===== src/rtl/calendar_date_counter_if.sv =====
// Key/select inputs and date outputs of the calendar date counter.
//   day_tick   : midnight pulse from the time-of-day counter
//   up, select : per-field key levels and field-select one-hot ([0]=day, [1]=month, [2]=year)
//   day, month, year_ofs, leap       : current date and leap flag
//   set_active, new_day, year_wrap   : status outputs
// master drives the inputs and observes the date; slave is the counter side.
interface calendar_date_counter_if;
    logic       day_tick;
    logic [2:0] up;
    logic [2:0] select;
    logic [4:0] day;
    logic [3:0] month;
    logic [6:0] year_ofs;
    logic       leap;
    logic       set_active;
    logic       new_day;
    logic       year_wrap;

    modport master (
        output day_tick, up, select,
        input  day, month, year_ofs, leap, set_active, new_day, year_wrap
    );

    modport slave (
        input  day_tick, up, select,
        output day, month, year_ofs, leap, set_active, new_day, year_wrap
    );
endinterface


===== src/rtl/calendar_date_counter.sv =====
// Calendar date counter: holds day/month/year offset from 2000, advances on the
// daily tick, and lets the user step the selected field with the up key.
// Ticks that arrive while a field is being edited are held (collapsed to one)
// and applied when select returns to 000.
//   clk, rst_n : clock, asynchronous active-low reset
//   bus        : calendar_date_counter_if.slave (inputs day_tick/up/select,
//                outputs day/month/year_ofs/leap/set_active/new_day/year_wrap)
module calendar_date_counter #(
    parameter int unsigned DAY_RESET   = 1,
    parameter int unsigned MONTH_RESET = 1,
    parameter int unsigned YEAR_RESET  = 0
) (
    input  logic                     clk,
    input  logic                     rst_n,
    calendar_date_counter_if.slave   bus
);

    localparam int unsigned DAY_W   = 5;
    localparam int unsigned MONTH_W = 4;
    localparam int unsigned YEAR_W  = 7;
    localparam int unsigned KEY_W   = 3;

    localparam int unsigned F_DAY   = 0;
    localparam int unsigned F_MONTH = 1;
    localparam int unsigned F_YEAR  = 2;

    logic [DAY_W-1:0]   day_q,   day_n;
    logic [MONTH_W-1:0] month_q, month_n;
    logic [YEAR_W-1:0]  year_q,  year_n;
    logic [KEY_W-1:0]   up_d;
    logic               tick_pending_q, tick_pending_n;
    logic               set_active_q;
    logic               new_day_q, new_day_n;
    logic               year_wrap_q, year_wrap_n;

    logic               leap_c;
    logic               set_mode_c;
    logic [KEY_W-1:0]   up_rise_c;
    logic [KEY_W-1:0]   hit_c;
    logic [DAY_W-1:0]   dim_cur_c;
    logic [DAY_W-1:0]   dim_new;

    // Days in a month for a given leap flag
    function automatic logic [DAY_W-1:0] dim_of(input logic [MONTH_W-1:0] m, input logic lp);
        logic [DAY_W-1:0] d;
        case (m)
            4'd4, 4'd6, 4'd9, 4'd11: d = 5'd30;
            4'd2:                    d = lp ? 5'd29 : 5'd28;
            default:                 d = 5'd31;
        endcase
        return d;
    endfunction

    // Year offsets divisible by 4 are leap (2000 included, range ends at 2099)
    assign leap_c     = (year_q[1:0] == 2'b00);
    assign set_mode_c = |bus.select;
    assign up_rise_c  = bus.up & ~up_d;
    assign hit_c      = bus.select & up_rise_c;
    assign dim_cur_c  = dim_of(month_q, leap_c);

    // Next-state: set-mode edits, tick deferral and daily advance
    always_comb begin
        day_n          = day_q;
        month_n        = month_q;
        year_n         = year_q;
        tick_pending_n = tick_pending_q;
        new_day_n      = 1'b0;
        year_wrap_n    = 1'b0;
        dim_new        = dim_cur_c;

        if (set_mode_c) begin
            if (bus.day_tick) begin
                tick_pending_n = 1'b1;
            end
            if (hit_c[F_YEAR]) begin
                year_n = (year_q == 7'd99) ? 7'd0 : year_q + 7'd1;
                // Feb 29 does not survive a move to a non-leap year
                if (month_q == 4'd2 && day_q == 5'd29 && year_n[1:0] != 2'b00) begin
                    day_n = 5'd28;
                end
            end else if (hit_c[F_MONTH]) begin
                month_n = (month_q == 4'd12) ? 4'd1 : month_q + 4'd1;
                dim_new = dim_of(month_n, leap_c);
                if (day_q > dim_new) begin
                    day_n = dim_new;
                end
            end else if (hit_c[F_DAY]) begin
                day_n = (day_q == dim_cur_c) ? 5'd1 : day_q + 5'd1;
            end
        end else if (bus.day_tick || tick_pending_q) begin
            // A live tick and a held tick together still advance only one day
            tick_pending_n = 1'b0;
            new_day_n      = 1'b1;
            if (day_q < dim_cur_c) begin
                day_n = day_q + 5'd1;
            end else begin
                day_n = 5'd1;
                if (month_q < 4'd12) begin
                    month_n = month_q + 4'd1;
                end else begin
                    month_n = 4'd1;
                    if (year_q == 7'd99) begin
                        year_n      = 7'd0;
                        year_wrap_n = 1'b1;
                    end else begin
                        year_n = year_q + 7'd1;
                    end
                end
            end
        end
    end

    // State registers
    always_ff @(posedge clk or negedge rst_n) begin
        if (!rst_n) begin
            day_q          <= DAY_W'(DAY_RESET);
            month_q        <= MONTH_W'(MONTH_RESET);
            year_q         <= YEAR_W'(YEAR_RESET);
            up_d           <= '0;
            tick_pending_q <= 1'b0;
            set_active_q   <= 1'b0;
            new_day_q      <= 1'b0;
            year_wrap_q    <= 1'b0;
        end else begin
            day_q          <= day_n;
            month_q        <= month_n;
            year_q         <= year_n;
            up_d           <= bus.up;
            tick_pending_q <= tick_pending_n;
            set_active_q   <= set_mode_c;
            new_day_q      <= new_day_n;
            year_wrap_q    <= year_wrap_n;
        end
    end

    assign bus.day        = day_q;
    assign bus.month      = month_q;
    assign bus.year_ofs   = year_q;
    assign bus.leap       = leap_c;
    assign bus.set_active = set_active_q;
    assign bus.new_day    = new_day_q;
    assign bus.year_wrap  = year_wrap_q;

endmodule


===== src/flat_wrapper.sv =====
// flat-port wrapper written by rule: the top's interface ports become plain ports
module calendar_date_counter_flat 
#(
    parameter int unsigned DAY_RESET   = 1,
    parameter int unsigned MONTH_RESET = 1,
    parameter int unsigned YEAR_RESET  = 0
)
  (clk, rst_n, bus_day_tick, bus_up, bus_select, bus_day, bus_month, bus_year_ofs, bus_leap, bus_set_active, bus_new_day, bus_year_wrap);
  calendar_date_counter_if bus_i ();
  input  logic clk;
  input  logic rst_n;
  input wire logic [$bits(bus_i.day_tick)-1:0] bus_day_tick;
  input wire logic [$bits(bus_i.up)-1:0] bus_up;
  input wire logic [$bits(bus_i.select)-1:0] bus_select;
  output wire logic [$bits(bus_i.day)-1:0] bus_day;
  output wire logic [$bits(bus_i.month)-1:0] bus_month;
  output wire logic [$bits(bus_i.year_ofs)-1:0] bus_year_ofs;
  output wire logic [$bits(bus_i.leap)-1:0] bus_leap;
  output wire logic [$bits(bus_i.set_active)-1:0] bus_set_active;
  output wire logic [$bits(bus_i.new_day)-1:0] bus_new_day;
  output wire logic [$bits(bus_i.year_wrap)-1:0] bus_year_wrap;
  assign bus_i.day_tick = bus_day_tick;
  assign bus_i.up = bus_up;
  assign bus_i.select = bus_select;
  assign bus_day = bus_i.day;
  assign bus_month = bus_i.month;
  assign bus_year_ofs = bus_i.year_ofs;
  assign bus_leap = bus_i.leap;
  assign bus_set_active = bus_i.set_active;
  assign bus_new_day = bus_i.new_day;
  assign bus_year_wrap = bus_i.year_wrap;
  calendar_date_counter #(.DAY_RESET(DAY_RESET), .MONTH_RESET(MONTH_RESET), .YEAR_RESET(YEAR_RESET)) u_core (.clk(clk), .rst_n(rst_n), .bus(bus_i));
endmodule

===== config.mk =====
export PLATFORM = sky130hd
export DESIGN_NAME = calendar_date_counter_flat
export DESIGN_NICKNAME = d
export VERILOG_FILES = /design/src/rtl/calendar_date_counter_if.sv /design/src/rtl/calendar_date_counter.sv /design/src/flat_wrapper.sv
export SDC_FILE = /design/constraint.sdc
export NUM_CORES = 1
export LEC_CHECK = 0
export BUFFER_PORTS_ARGS = -buffer_cell sky130_fd_sc_hd__clkbuf_2
export CAP_MARGIN = 10
export CELL_PAD_IN_SITES_DETAIL_PLACEMENT = 0
export CELL_PAD_IN_SITES_GLOBAL_PLACEMENT = 1
export CORE_MARGIN = 2
export CORE_UTILIZATION = 37
export DETAILED_ROUTE_END_ITERATION = 6
export GPL_TIMING_DRIVEN = 0
export HOLD_SLACK_MARGIN = 0.03
export PLACE_DENSITY_LB_ADDON = 0.1
export SETUP_SLACK_MARGIN = 0.05
export SYNTH_ARGS = -nofsm -noshare
export SYNTH_HDL_FRONTEND = slang
export SYNTH_SLANG_ARGS = --single-unit
export TNS_END_PERCENT = 100

===== constraint.sdc =====
create_clock -name clk -period 2.8 [get_ports clk]
set_input_delay 0 -clock clk [delete_from_list [all_inputs] [get_ports clk]]
set_output_delay 0 -clock clk [all_outputs]
set_load 0.05 [all_outputs]

## After elaboration in Yosys (flattened, before gate mapping)

Cells that the tools add are included.
W data, S select, Z words.

- Add/sub/neg operators: 3
- Reductions and logical operators: 13
- Magnitude comparators: 3
- Equal/unequal tests: 23
- Bitwise logic cells: 3
- Mux-type cells: 38

Operators with widths:

| cell | number |
|---|---|
| $mux W5 | 12 |
| $mux W7 | 6 |
| $mux W4 | 7 |
| $eq A4 B4 Y1 const B | 5 |
| $pmux W5 S2 | 2 |
| $eq A4 B3 Y1 const B | 4 |
| $reduce_and A4 Y1 | 3 |
| $mux W1 | 11 |
| $eq A4 B2 Y1 const B | 2 |
| $ne A2 B2 Y1 const B | 4 |
| $ne A4 B4 Y1 const B | 2 |
| $reduce_or A4 Y1 | 2 |
| $add A7 B1 Y7 const B | 1 |
| $eq A7 B7 Y1 const B | 1 |
| $and A3 B3 Y3 | 2 |
| $add A5 B1 Y5 const B | 1 |
| $eq A5 B5 Y1 | 1 |
| $eq A5 B5 Y1 const B | 1 |
| $gt A5 B5 Y1 | 1 |
| $lt A5 B5 Y1 | 1 |
| $add A4 B1 Y4 const B | 1 |
| $lt A4 B4 Y1 const B | 1 |
| $ne A2 B1 Y1 const B | 2 |
| $reduce_bool A2 Y1 | 2 |
| other kinds (7) | 8 |

- Input port bits: 9
- Output and inout port bits: 20
- Word-level logic and storage cells: 91
- Flip-flop bits (word level): 23

## Longest topological paths before layout

Gate-level depths: netlist of the first run.

- Depth in word-level cells: 13
- Mapped depth: 13
- Depth with buffers taken out: 13

## Least setup slack after synthesis of the first run

No wires, ideal clock.

- Path kind: reg2reg
- Start: reg u_core.month_q[0] (netlist: u_core.bus.month[0])
- End: reg u_core.day_q[3] (netlist: u_core.bus.day[3])
- Setup slack: -470 ps
- Stages on the path, launching flop included: 11
- Path buffers: 0
- Clock period less this slack: 3270 ps
- Library setup time: 99 ps
- Arrival: 3170 ps
- Data required time: 2701 ps
- Cells stage by stage: dfstp_2 > inv_1 > ha_1 > o311ai_0 > nor2_1 > a221oi_1 > ha_1 > a2111o_1 > a31o_1 > and2_0 > a311oi_1

- Word-level cells in the longest chain between the ends: 11
- Elaborated cells on any way between the ends: 35
- Classes of those cells: add/sub: 1; order compare: 2; eq/ne: 14; mux: 13; reduce/logical: 5

Ends and longest elaborated chain:

| item | RTL line | source |
|---|---|---|
| start, declared | calendar_date_counter.sv:28 | `logic [MONTH_W-1:0] month_q, month_n;` |
| start signal, assigned | calendar_date_counter.sv:117 | `month_q <= MONTH_W'(MONTH_RESET);` |
| start signal, assigned | calendar_date_counter.sv:126 | `month_q <= month_n;` |
| $add A4 B1 Y4 / $eq A4 B4 Y1 (equally long branches) | calendar_date_counter.sv:82 | `month_n = (month_q == 4'd12) ? 4'd1 : month_q + 4'd1;` |
| $mux W4 | calendar_date_counter.sv:82 |  |
| $eq A4 B3 Y1 / $eq A4 B4 Y1 (equally long branches) | calendar_date_counter.sv:46 | `case (m)` |
| $reduce_or A4 Y1 | calendar_date_counter.sv:46 |  |
| $pmux W5 S2 | calendar_date_counter.sv:46 |  |
| $mux W5 | calendar_date_counter.sv:81 | `end else if (hit_c[F_MONTH]) begin` |
| $mux W5 | calendar_date_counter.sv:75 | `if (hit_c[F_YEAR]) begin` |
| $mux W5 | calendar_date_counter.sv:71 | `if (set_mode_c) begin` |
| $gt A5 B5 Y1 | calendar_date_counter.sv:84 | `if (day_q > dim_new) begin` |
| $ne A4 B4 Y1 (no line) | n/a |  |
| $reduce_and A4 Y1 (no line) | n/a |  |
| end signal, assigned | calendar_date_counter.sv:116 | `day_q <= DAY_W'(DAY_RESET);` |
| end signal, assigned | calendar_date_counter.sv:125 | `day_q <= day_n;` |
| end, declared | calendar_date_counter.sv:27 | `logic [DAY_W-1:0] day_q, day_n;` |

Several ways; a longest one is shown, not always the timed one. The select of a mux whose other input is x is not followed.
A chain may end at the register's enable or synchronous reset.

## Worst setup path in the final report of the first run

Ends and elaborated chain as after synthesis.

==> summary.md, run 1 <==
| Metric | Value |
|---|---|
| Result of the run | `finished with violations` |
| Failing checks | `negative setup slack` |
| Aggregate global routing overflow | `0` |
| Cell with the most instances after synthesis | `dfrtp_1` |
| Final weighted congestion of routability-driven global placement | `0.848` |
| Area leader, netlist | `dfrtp_1` |
| Setup repair after global routing missed its margin | `yes` |
| Max frequency | `0.352 GHz` |
| Net count, final | `241` |
| Largest voltage drop on the vdd net | `0.624 mV` |
| Port buffer count | `28` |
| Global router's overall resource usage | `18.6%` |
| Relative max-transition margin | `60.5%` |
| Mean post-synth cell area | `9.08 um^2` |
| Insertion delay to the later sink of the worst-skew pair | `270 ps` |
| Detailed-routing wirelength on met1 | `1.94 mm` |
| Power density over cell area | `1080 nW/um^2` |
| Number of inserted filler cells in the final layout | `405` |
| DR WL/cell | `15.2 um` |
| Crit. End Element | `flip-flop` |
| # setup viols final | `2` |
| P_leak | `0.938 nW` |
| Via total after detailed routing | `1442` |
| Final Critical Period | `2840 ps` |
| Number of cells produced by synthesis | `172` |
| Met2 wire length | `1.99 mm` |
| Top Metal Used | `met4` |
| Yosys warning total | `0` |
| Dominant cells by area after synthesis | `dfrtp_1 (34%), ha_1 (11%), o21ai_0 (4.5%), inv_1 (3.8%), nand2_1 (3.6%)` |
| Min-Delay Path Depth | `3` |
| Drt initial violations | `40` |
| Max-slew violation total from the final report | `0` |
| Hold crit path type | `in -> reg` |
| Placeable Area | `4030 um^2` |
| Synth-to-layout area growth | `33.1%` |
| Number of diodes added for antenna fixing | `0` |
| Final Hold Viols | `0` |
| Arr. time, crit path | `3030 ps` |
| Portion of the post-synthesis area used by sequential elements | `37.0%` |
| Die height | `69.0 um` |
| Sink count of the clock tree | `23` |
| Vias in the first global route | `1330` |
| EDFF count, synth | `0` |
| TritonCTS buffer count | `3` |
| Netlist cell types | `53` |
| Standard-cell rows | `23` |
| X dimension of the die | `69.0 um` |
| Starting utilization of the core area | `38.8%` |
| Type of origin of the critical path | `flip-flop` |
| Number of synthesized register bits | `23` |
| Netlist Area Pre-Place | `1560 um^2` |
| Total chip power | `0.00224 W` |
| Global-route wire length before repair | `6.47 mm` |
| CTS Root Buffer Type | `clkbuf_8` |
| DR DRC count | `0` |
| Average vias per placed instance | `5.40` |
| Crit Path Category | `reg -> reg` |
| Wire length on met3 | `103 um` |
| Worst slew pin tran | `592 ps` |
| Clock transition at the registers of the reported paths | `90 ps` |
| Fraction of layout instances using a drive strength above 1 | `37.8%` |
| Worst-case hold slack | `42.8 ps` |
| Estimated wirelength of the detail-placed design | `2.96 mm` |
| Number of cell instances on the worst register-to-register path | `10` |
| Primary FF master, synth | `dfrtp_1` |
| Share of async-settable or async-resettable flops after synthesis | `100%` |
| Worst Path Max Fanout | `6` |
| Top-level I/O count | `29` |
| Worst-case setup slack after placement | `-188 ps` |
| Full die area | `4760 um^2` |
| Minimum setup slack in the final design | `-38.1 ps` |
| Area fraction of the dominant cell type after synthesis | `33.7%` |
| Final clock skew | `6.14 ps` |
| Leading cell types by count after synthesis | `dfrtp_1 (21), inv_1 (16), nand2_1 (15), ha_1 (14), o21ai_0 (14)` |
| Pin count of the biggest net entering global routing | `24` |
| TritonCTS clock tree | `built` |
| Synthesized net count | `195` |
| Number of iterations in the first detailed-routing pass | `4` |
| H-tree lvl count | `1` |
| Maximum count of clock buffers along a single path | `2` |
| Max Cap Viol | `0` |
| Period utilization | `101%` |
| Final Routed Wirelength | `4.07 mm` |
| Number of antenna violations at the first check in global routing | `0` |
| Required time of the critical path | `2990 ps` |
| Antenna-violating nets left | `0` |
cell type report:
cell class	instances	area, um^2	share of cell area (%)
Clock inverter	1	5.00	0.241
Tap cell	50	62.6	3.01
Clock buffer	3	41.3	1.99
Multi-Input combinational cell	128	1030	49.4
Timing Repair Buffer	42	265	12.8
Inverter	17	68.8	3.31
Buffer	3	23.8	1.14
Sequential cell	23	584	28.1
what timing repair did:
item | 4_1_cts | 5_1_grt
pin swaps | 6 | 7
cloned | 0 | 0
hold endpoints to repair | 25 | 0
hold buffers | 5 | 0
setup endpoints to repair | 4 | 7
setup buffers | 6 | 3
resized for setup | 9 | 12
routing by layer:
metal	track usage, %	vias to the layer above
met4	5.15	0
met2	30.5	24
met5	0	-
li1	-	705
met1	25.7	709
met3	2.44	4
worst max-delay path, stage by stage, from the launching register on:
cell and delay [ps]:
dfstp_4 680, inv_4 60, ha_4 180, o311ai_4 270
nor2_2 80, a221oi_2 220, ha_1 280, a2111o_1 390
a31o_4 270, and2_4 140, a311oi_2 170
cell families (layout without fill, tap and decap cells):
logic type               after synthesis  count (layout)  share of synthesized area, %
AO/OA/AOI/OAI                         46              46                          20.1
XOR/XNOR                               2               2                          1.12
adder cells (fa/ha/maj)               14              14                          11.2
buffers and inverters                 21              66                          6.09
flip-flops                            23              23                          37.0
multiplexers                           1               1                         0.721
AND/OR/NAND/NOR                       65              65                          23.7
cell usage in the layout (no fill, tap or decap), drive strengths merged, types with 2 or more instances in the layout:
cell type and count:
a21oi 12, a31o 2, a31oi 3, and2 4, and4 2, buf 12
clkbuf 31, dfrtp 21, dfstp 2, dlygate4sd3 5, ha 14, inv 17
nand2 15, nand2b 3, nand3 7, nand3b 4, nand4 2, nand4b 2
nor2 13, nor2b 2, nor3 5, nor3b 2, o21ai 14
registers in the layout, indices dropped and copies added (netlist names):
register               flops
u_core.bus.month           4
u_core.up_d                3
u_core.bus.day             5
u_core.bus.year_ofs        7
u_core.tick_pending_q      1
u_core.bus.year_wrap       1
u_core.bus.set_active      1
u_core.bus.new_day         1
final timing paths:
| path | slack [ps] | start | endpoint |
|---|---|---|---|
| worst max-delay path | -40 | u_core.bus.month[0]$_DFFE_PN1P_ | u_core.bus.day[3]$_DFFE_PN0P_ |
| worst min-delay path | 40 | bus_select[0] | u_core.bus.set_active$_DFF_PN0_ |
| worst max register to register | -40 | u_core.bus.month[0]$_DFFE_PN1P_ | u_core.bus.day[3]$_DFFE_PN0P_ |
| worst min register to register | 550 | u_core.tick_pending_q$_DFFE_PN0P_ | u_core.tick_pending_q$_DFFE_PN0P_ |
| max in group asynchronous | 2120 | rst_n | u_core.bus.year_ofs[0]$_DFFE_PN0P_ |
| min in group asynchronous | 250 | rst_n | u_core.bus.day[1]$_DFFE_PN0P_ |
where the power goes:
group / internal, W / leakage [nW] / switching [W]
Sequential: 0.000443 / 0.279 / 0.000159
Combinational: 0.000525 / 0.634 / 0.000892
Clock: 0.0000997 / 0.0255 / 0.000119
Total: 0.00107 / 0.938 / 0.00117
through the flow:
stage / instance area, um^2 / util, % / cells / setup TNS (ps)
floorplan: 1640 / - / 172 / -0.259
global placement: 1840 / 45.6 / 250 / -165
detailed placement: 1840 / 45.6 / 250 / -423
CTS: 2020 / 50.1 / 264 / -80.0
global route: 2080 / 51.6 / 267 / -398
finish: 2080 / 51.6 / 267 / -74.7
No activity file was read; power rests on OpenSTA's default activity.
==> run 2: changes to the inputs <==
--- a/config.mk
+++ b/config.mk
@@ -14,7 +14,7 @@
 export DETAILED_ROUTE_END_ITERATION = 6
 export GPL_TIMING_DRIVEN = 0
 export HOLD_SLACK_MARGIN = 0.03
-export PLACE_DENSITY_LB_ADDON = 0.1
+export PLACE_DENSITY = 0.81
 export SETUP_SLACK_MARGIN = 0.05
 export SYNTH_ARGS = -nofsm -noshare
 export SYNTH_HDL_FRONTEND = slang
==> run 2 against run 1 <==
Against the previous run: the flow still finishes with violations (negative setup slack); combinational power shrank 4%; worst setup slack improved by 22 ps; register-to-register slack better by 20 ps; die area is the same; critical endpoint unchanged; first-iteration DRC count up 43%; critical path depth is the same; largest cell class unchanged; largest power group unchanged.
==> summary.md, run 2 (synthesis gave the netlist of run 1 again) <==
| Metric | Value |
|---|---|
| Result of the run | `finished with violations` |
| Failing checks | `negative setup slack` |
| Number of inserted filler cells in the final layout | `406` |
| Final Critical Period | `2820 ps` |
| Hold crit path type | `in -> reg` |
| Port buffer count | `28` |
| Die height | `69.0 um` |
| Largest voltage drop on the vdd net | `0.564 mV` |
| Maximum count of clock buffers along a single path | `2` |
| Average vias per placed instance | `5.12` |
| Library cell contributing the largest single delay on the critical path | `dfstp_4` |
| Vias in the first global route | `1184` |
| Global-route wire length before repair | `5.74 mm` |
| Drt initial violations | `57` |
| Type of origin of the critical path | `flip-flop` |
| Number of diodes added for antenna fixing | `0` |
| H-tree lvl count | `1` |
| Relative max-transition margin | `59.7%` |
| TritonCTS clock tree | `built` |
| # setup viols final | `1` |
| Number of antenna violations at the first check in global routing | `0` |
| Standard-cell rows | `23` |
| TritonCTS buffer count | `3` |
| Via total after detailed routing | `1373` |
| Sequence of cells on the critical path | `inv_4 -> ha_4 -> o311ai_4 -> nor2_1 -> a221oi_2 -> ha_1 -> a2111o_1 -> a31o_1 -> and2_0 -> a311oi_1` |
| Launch point of the worst path | `u_core.bus.month[0]$_DFFE_PN1P_` |
| Net count, final | `242` |
| Final core utilization | `50.3%` |
| Insertion delay to the later sink of the worst-skew pair | `270 ps` |
| Max frequency | `0.355 GHz` |
| Worst reg2reg setup slack | `-20 ps` |
| DR WL/cell | `13.4 um` |
| Worst slew pin tran | `604 ps` |
| Worst Path Max Fanout | `8` |
| Required time of the critical path | `2980 ps` |
| Starting utilization of the core area | `38.8%` |
| Max FFs per register | `7` |
| Most common cell after layout, fill and taps aside | `clkbuf_2` |
| Crit. End Element | `flip-flop` |
| Final Routed Wirelength | `3.59 mm` |
| Final weighted congestion of routability-driven global placement | `0.775` |
| Terminating pin of the worst hold path | `u_core.bus.set_active$_DFF_PN0_` |
| Arr. time, crit path | `2990 ps` |
| P_leak | `0.923 nW` |
| Full die area | `4760 um^2` |
| Global router's overall resource usage | `15.9%` |
| Final clock skew | `4.67 ps` |
| Sink count of the clock tree | `23` |
| Placeable Area | `4030 um^2` |
| Power density over cell area | `1070 nW/um^2` |
| Fraction of layout instances using a drive strength above 1 | `33.9%` |
| Clock transition at the registers of the reported paths | `90 ps` |
| Min-Delay Path Depth | `3` |
| X dimension of the die | `69.0 um` |
| Hold Path Origin | `bus_select[0]` |
| CTS Root Buffer Type | `clkbuf_8` |
| Max stage delay on crit path | `690 ps` |
| DR DRC count | `0` |
| Crit Path Category | `reg -> reg` |
| Minimum setup slack in the final design | `-16.2 ps` |
| Post-route insts no fill | `268` |
| Number of cells in the design after placement | `250` |
| Total chip power | `0.00217 W` |
| Synth-to-layout area growth | `29.7%` |
| Pin count of the biggest net entering global routing | `24` |
| Max Cap Viol | `0` |
| Top-level I/O count | `29` |
| Aggregate global routing overflow | `0` |
| Period utilization | `101%` |
| Final Hold Viols | `0` |
| Antenna-violating nets left | `0` |
| Endpoint of the worst-slack reg-to-reg timing path | `u_core.bus.day[3]$_DFFE_PN0P_` |
| Number of cell instances on the worst register-to-register path | `10` |
| Max-slew violation total from the final report | `0` |
| Estimated wirelength of the detail-placed design | `2.53 mm` |
| Commonest non-fill, non-tap cells in the layout | `clkbuf_2 (28), dfrtp_1 (19), inv_1 (15)` |
| Setup repair after global routing missed its margin | `yes` |
| Worst R2R Start | `u_core.bus.month[0]$_DFFE_PN1P_` |
| Number of iterations in the first detailed-routing pass | `4` |
[run 2: worst max-delay path, delay by kind of cell, from the launching register on]
family / cells / cell delay [ps]
buf+inv: 1 / 60
flops: 1 / 690
compound gates: 5 / 1270
simple gates: 2 / 230
fa+ha+maj: 2 / 460
[run 2: report_power, final]
| part | internal (W) | total (W) | switching, W |
|---|---|---|---|
| registers | 0.000443 | 0.000595 | 0.000152 |
| logic | 0.000514 | 0.00136 | 0.000846 |
| clock network | 0.000101 | 0.000218 | 0.000117 |
| total | 0.00106 | 0.00217 | 0.00111 |
[run 2: how the worst max path moves through the flow]
stage | to | slack, ps | cells past startpoint
detailed placement | u_core.bus.day[3]$_DFFE_PN0P_ | -140 | 10
floorplan | u_core.bus.day[3]$_DFFE_PN0P_ | -0.3 | 11
global placement | u_core.bus.day[3]$_DFFE_PN0P_ | -140 | 10
global route | u_core.bus.day[3]$_DFFE_PN0P_ | -160 | 10
CTS | u_core.bus.day[3]$_DFFE_PN0P_ | -30 | 10
finish | u_core.bus.day[3]$_DFFE_PN0P_ | -20 | 10
[run 2: through the flow]
stage	instance area (um^2)	setup WS (ps)	hold WS, ps	setup TNS, ps
2_1_floorplan	1640	-0.259	-296	-0.259
3_3_place_gp	1840	-140	29.6	-271
3_5_place_dp	1840	-141	39.7	-248
4_1_cts	1980	-32.9	38.2	-32.9
5_1_grt	2030	-162	52.0	-477
6_report	2030	-16.2	44.3	-16.2
[run 2: repair_timing]
action / CTS / global route
hold buffers: 5 / 0
buffers inserted: 7 / 3
gates resized for setup: 2 / 8
endpoints found under the hold margin: 25 / 0
setup endpoints to repair: 4 / 8
pin swaps: 5 / 5
[run 2: area by class of cell]
class	count	area [um^2]	area share [%]
repair buffers	43	269	13.3
flip-flops and latches	23	584	28.8
inverters	17	68.8	3.40
clock buffers	3	41.3	2.04
well taps	50	62.6	3.09
clock inverters	1	7.51	0.371
plain buffers	3	23.8	1.17
multi-input cells	128	968	47.8
[run 2: routing by layer]
layer | GRT usage (%) | routed length, um
met1 | 23.4 | 1840
met2 | 24.2 | 1610
met3 | 3.41 | 120
met4 | 3.19 | 22
met5 | 0 | 0
==> run 3: changes to the inputs <==
--- a/config.mk
+++ b/config.mk
@@ -9,12 +9,13 @@
 export CAP_MARGIN = 10
 export CELL_PAD_IN_SITES_DETAIL_PLACEMENT = 0
 export CELL_PAD_IN_SITES_GLOBAL_PLACEMENT = 1
-export CORE_MARGIN = 2
+export CORE_MARGIN = 5
 export CORE_UTILIZATION = 37
 export DETAILED_ROUTE_END_ITERATION = 6
 export GPL_TIMING_DRIVEN = 0
 export HOLD_SLACK_MARGIN = 0.03
 export PLACE_DENSITY = 0.81
+export RECOVER_POWER = 25
 export SETUP_SLACK_MARGIN = 0.05
 export SYNTH_ARGS = -nofsm -noshare
 export SYNTH_HDL_FRONTEND = slang
==> constraint.sdc (replaced) <==
create_clock -name clk -period 2.8 [get_ports clk]
set_input_delay 0.14 -clock clk [delete_from_list [all_inputs] [get_ports clk]]
set_output_delay 0.14 -clock clk [all_outputs]
set_load 0.05 [all_outputs]
==> run 3 against run 2 <==
Against the previous run: the flow now finishes without violations; core utilization is 1.5 points lower; highest routed layer unchanged; first-iteration DRC count is 8.8% higher; die area is 18% higher; clock power shrank 6%; wire length grew 0.72%; final area decreased by 2.2%; clock skew barely moved; flip-flop and latch count is the same; cell count is 0.75% lower; power fell by 1.1%.
==> summary.md, run 3 (synthesis gave the netlist of run 1 again) <==
| Metric | Value |
|---|---|
| Result of the run | `completed` |
| Antenna-violating nets left | `0` |
| Full die area | `5620 um^2` |
| Sink count of the clock tree | `23` |
| Starting utilization of the core area | `38.5%` |
| Max stage delay on crit path | `660 ps` |
| Estimated wirelength of the detail-placed design | `2.72 mm` |
| Cell type group with the largest total delay on the critical path | `compound AO/OA/AOI/OAI gates` |
| Placeable Area | `4060 um^2` |
| Commonest non-fill, non-tap cells in the layout | `clkbuf_2 (23), dfrtp_1 (19), inv_1 (15)` |
| Port buffer count | `28` |
| Dpl cell area | `1840 um^2` |
| Required time of the critical path | `2970 ps` |
| Final Hold Viols | `0` |
| Largest voltage drop on the vdd net | `0.503 mV` |
| Top-level I/O count | `29` |
| X dimension of the die | `75.0 um` |
| CTS Root Buffer Type | `clkbuf_8` |
| Crit Path Category | `reg -> reg` |
| Standard-cell rows | `23` |
| Relative max-transition margin | `16.2%` |
| Synth-to-layout area growth | `26.8%` |
| Post-Route Setup TNS | `0 ps` |
| Drt initial violations | `62` |
| Global router's overall resource usage | `13.3%` |
| Maximum count of clock buffers along a single path | `2` |
| Worst Path Max Fanout | `6` |
| Max-slew violation total from the final report | `0` |
| Arr. time, crit path | `2960 ps` |
| Period utilization | `99.5%` |
| Max FFs per register | `7` |
| Die height | `75.0 um` |
| Setup repair after global routing missed its margin | `yes` |
| Area of all placed cells without fillers | `1980 um^2` |
| P_leak | `0.896 nW` |
| CP bufs+invs | `0` |
| Max Cap Viol | `0` |
| Sequence of cells on the critical path | `and2_4 -> nand3b_1 -> a41oi_2 -> a221oi_2 -> ha_1 -> a2111o_1 -> a31o_1 -> and2_0 -> a311oi_2` |
| Fraction of layout instances using a drive strength above 1 | `30.1%` |
| Routing usage on met3 | `3.34%` |
| Clock transition at the registers of the reported paths | `80 ps` |
| Global-route track usage on met1 | `17.5%` |
| Global-route track usage on met2 | `22.5%` |
| Final weighted congestion of routability-driven global placement | `0.812` |
| Library cell contributing the largest single delay on the critical path | `dfstp_4` |
| # setup viols final | `0` |
| Number of diodes added for antenna fixing | `0` |
| Number of antenna violations at the first check in global routing | `0` |
| Via total after detailed routing | `1420` |
| Power density over cell area | `1080 nW/um^2` |
| Max frequency | `0.359 GHz` |
| Worst slew pin tran | `1260 ps` |
| Pin count of the biggest net entering global routing | `24` |
| DR WL/cell | `13.6 um` |
| Crit. End Element | `flip-flop` |
| DR DRC count | `0` |
| TritonCTS buffer count | `3` |
| Net count, final | `240` |
| Final clock skew | `4.31 ps` |
| Grt peak-use layer | `met2` |
| Final Routed Wirelength | `3.62 mm` |
| Average vias per placed instance | `5.34` |
| Number of iterations in the first detailed-routing pass | `4` |
| Global-route wire length before repair | `5.91 mm` |
| Insertion delay to the later sink of the worst-skew pair | `260 ps` |
| Type of origin of the critical path | `flip-flop` |
| H-tree lvl count | `1` |
| Hold crit path type | `in -> reg` |
| Most common cell after layout, fill and taps aside | `clkbuf_2` |
| Worst-case hold slack | `127 ps` |
| TritonCTS clock tree | `built` |
| Final Critical Period | `2790 ps` |
| Aggregate global routing overflow | `0` |
| Vias in the first global route | `1301` |
## run 3: changes by cell type in the layout (fill, tap and decap cells not counted), sizes merged
cell / previous run / this run
buf: 13 / 12
clkbuf: 31 / 32
clkinvlp: 1 / 0
dlygate4sd3: 5 / 4
## run 3: final timing paths
check,start,to,slack [ps],cells past startpoint
min in group asynchronous,rst_n,u_core.bus.day[2]$_DFFE_PN0P_,660,2
min reg2reg,u_core.tick_pending_q$_DFFE_PN0P_,u_core.tick_pending_q$_DFFE_PN0P_,510,2
max reg2reg,u_core.bus.month[0]$_DFFE_PN1P_,u_core.bus.day[3]$_DFFE_PN0P_,10,9
max in group asynchronous,rst_n,u_core.bus.year_ofs[0]$_DFFE_PN0P_,1300,2
min,bus_day_tick,u_core.tick_pending_q$_DFFE_PN0P_,130,3
max,u_core.bus.month[0]$_DFFE_PN1P_,u_core.bus.day[3]$_DFFE_PN0P_,10,9
## run 3: stage by stage
stage / setup WS, ps / cells / power, W / utilization [%]
4_1_cts: -14.5 / 266 / 0.00214 / 49.0
6_report: 13.7 / 266 / 0.00215 / 48.8
3_3_place_gp: -120 / 250 / 0.00178 / 45.3
2_1_floorplan: -0.259 / 172 / 0.00152 / -
3_5_place_dp: -144 / 250 / 0.00180 / 45.3
5_1_grt: -102 / 266 / 0.00231 / 48.8
## run 3: metal layers
layer | vias up | part of all wire (%)
met4 | 0 | 0.80
met1 | 678 | 48
li1 | 710 | -
met3 | 4 | 3.5
met2 | 28 | 47
met5 | - | 0
## run 3: timing repair
action | in CTS | in global routing
hold endpoints to repair | 24 | 0
hold buffers | 4 | 0
setup buffers | 9 | 0
setup endpoints to repair | 4 | 8
resized for setup | 2 | 5
pin swaps | 3 | 0
## run 3: power breakdown
part	internal (W)	switching, W	total, W
clock network	0.000101	0.000105	0.000206
registers	0.000443	0.000149	0.000591
logic	0.000511	0.000839	0.00135
## run 3: final cells by class
class / instances / area (um^2)
Fill cell: 403 / 2080
Multi-Input combinational cell: 128 / 957
Sequential cell: 23 / 584
Timing Repair Buffer: 41 / 241
Inverter: 17 / 66.3
Tap cell: 50 / 62.6
Clock buffer: 4 / 45.0
Buffer: 3 / 23.8
## run 3: worst reg2reg max path, stage by stage (launching register included)
cell	delay, ps
dfstp_4	660
and2_4	190
nand3b_1	130
a41oi_2	160
a221oi_2	340
ha_1	270
a2111o_1	380
a31o_1	240
and2_0	150
a311oi_2	180
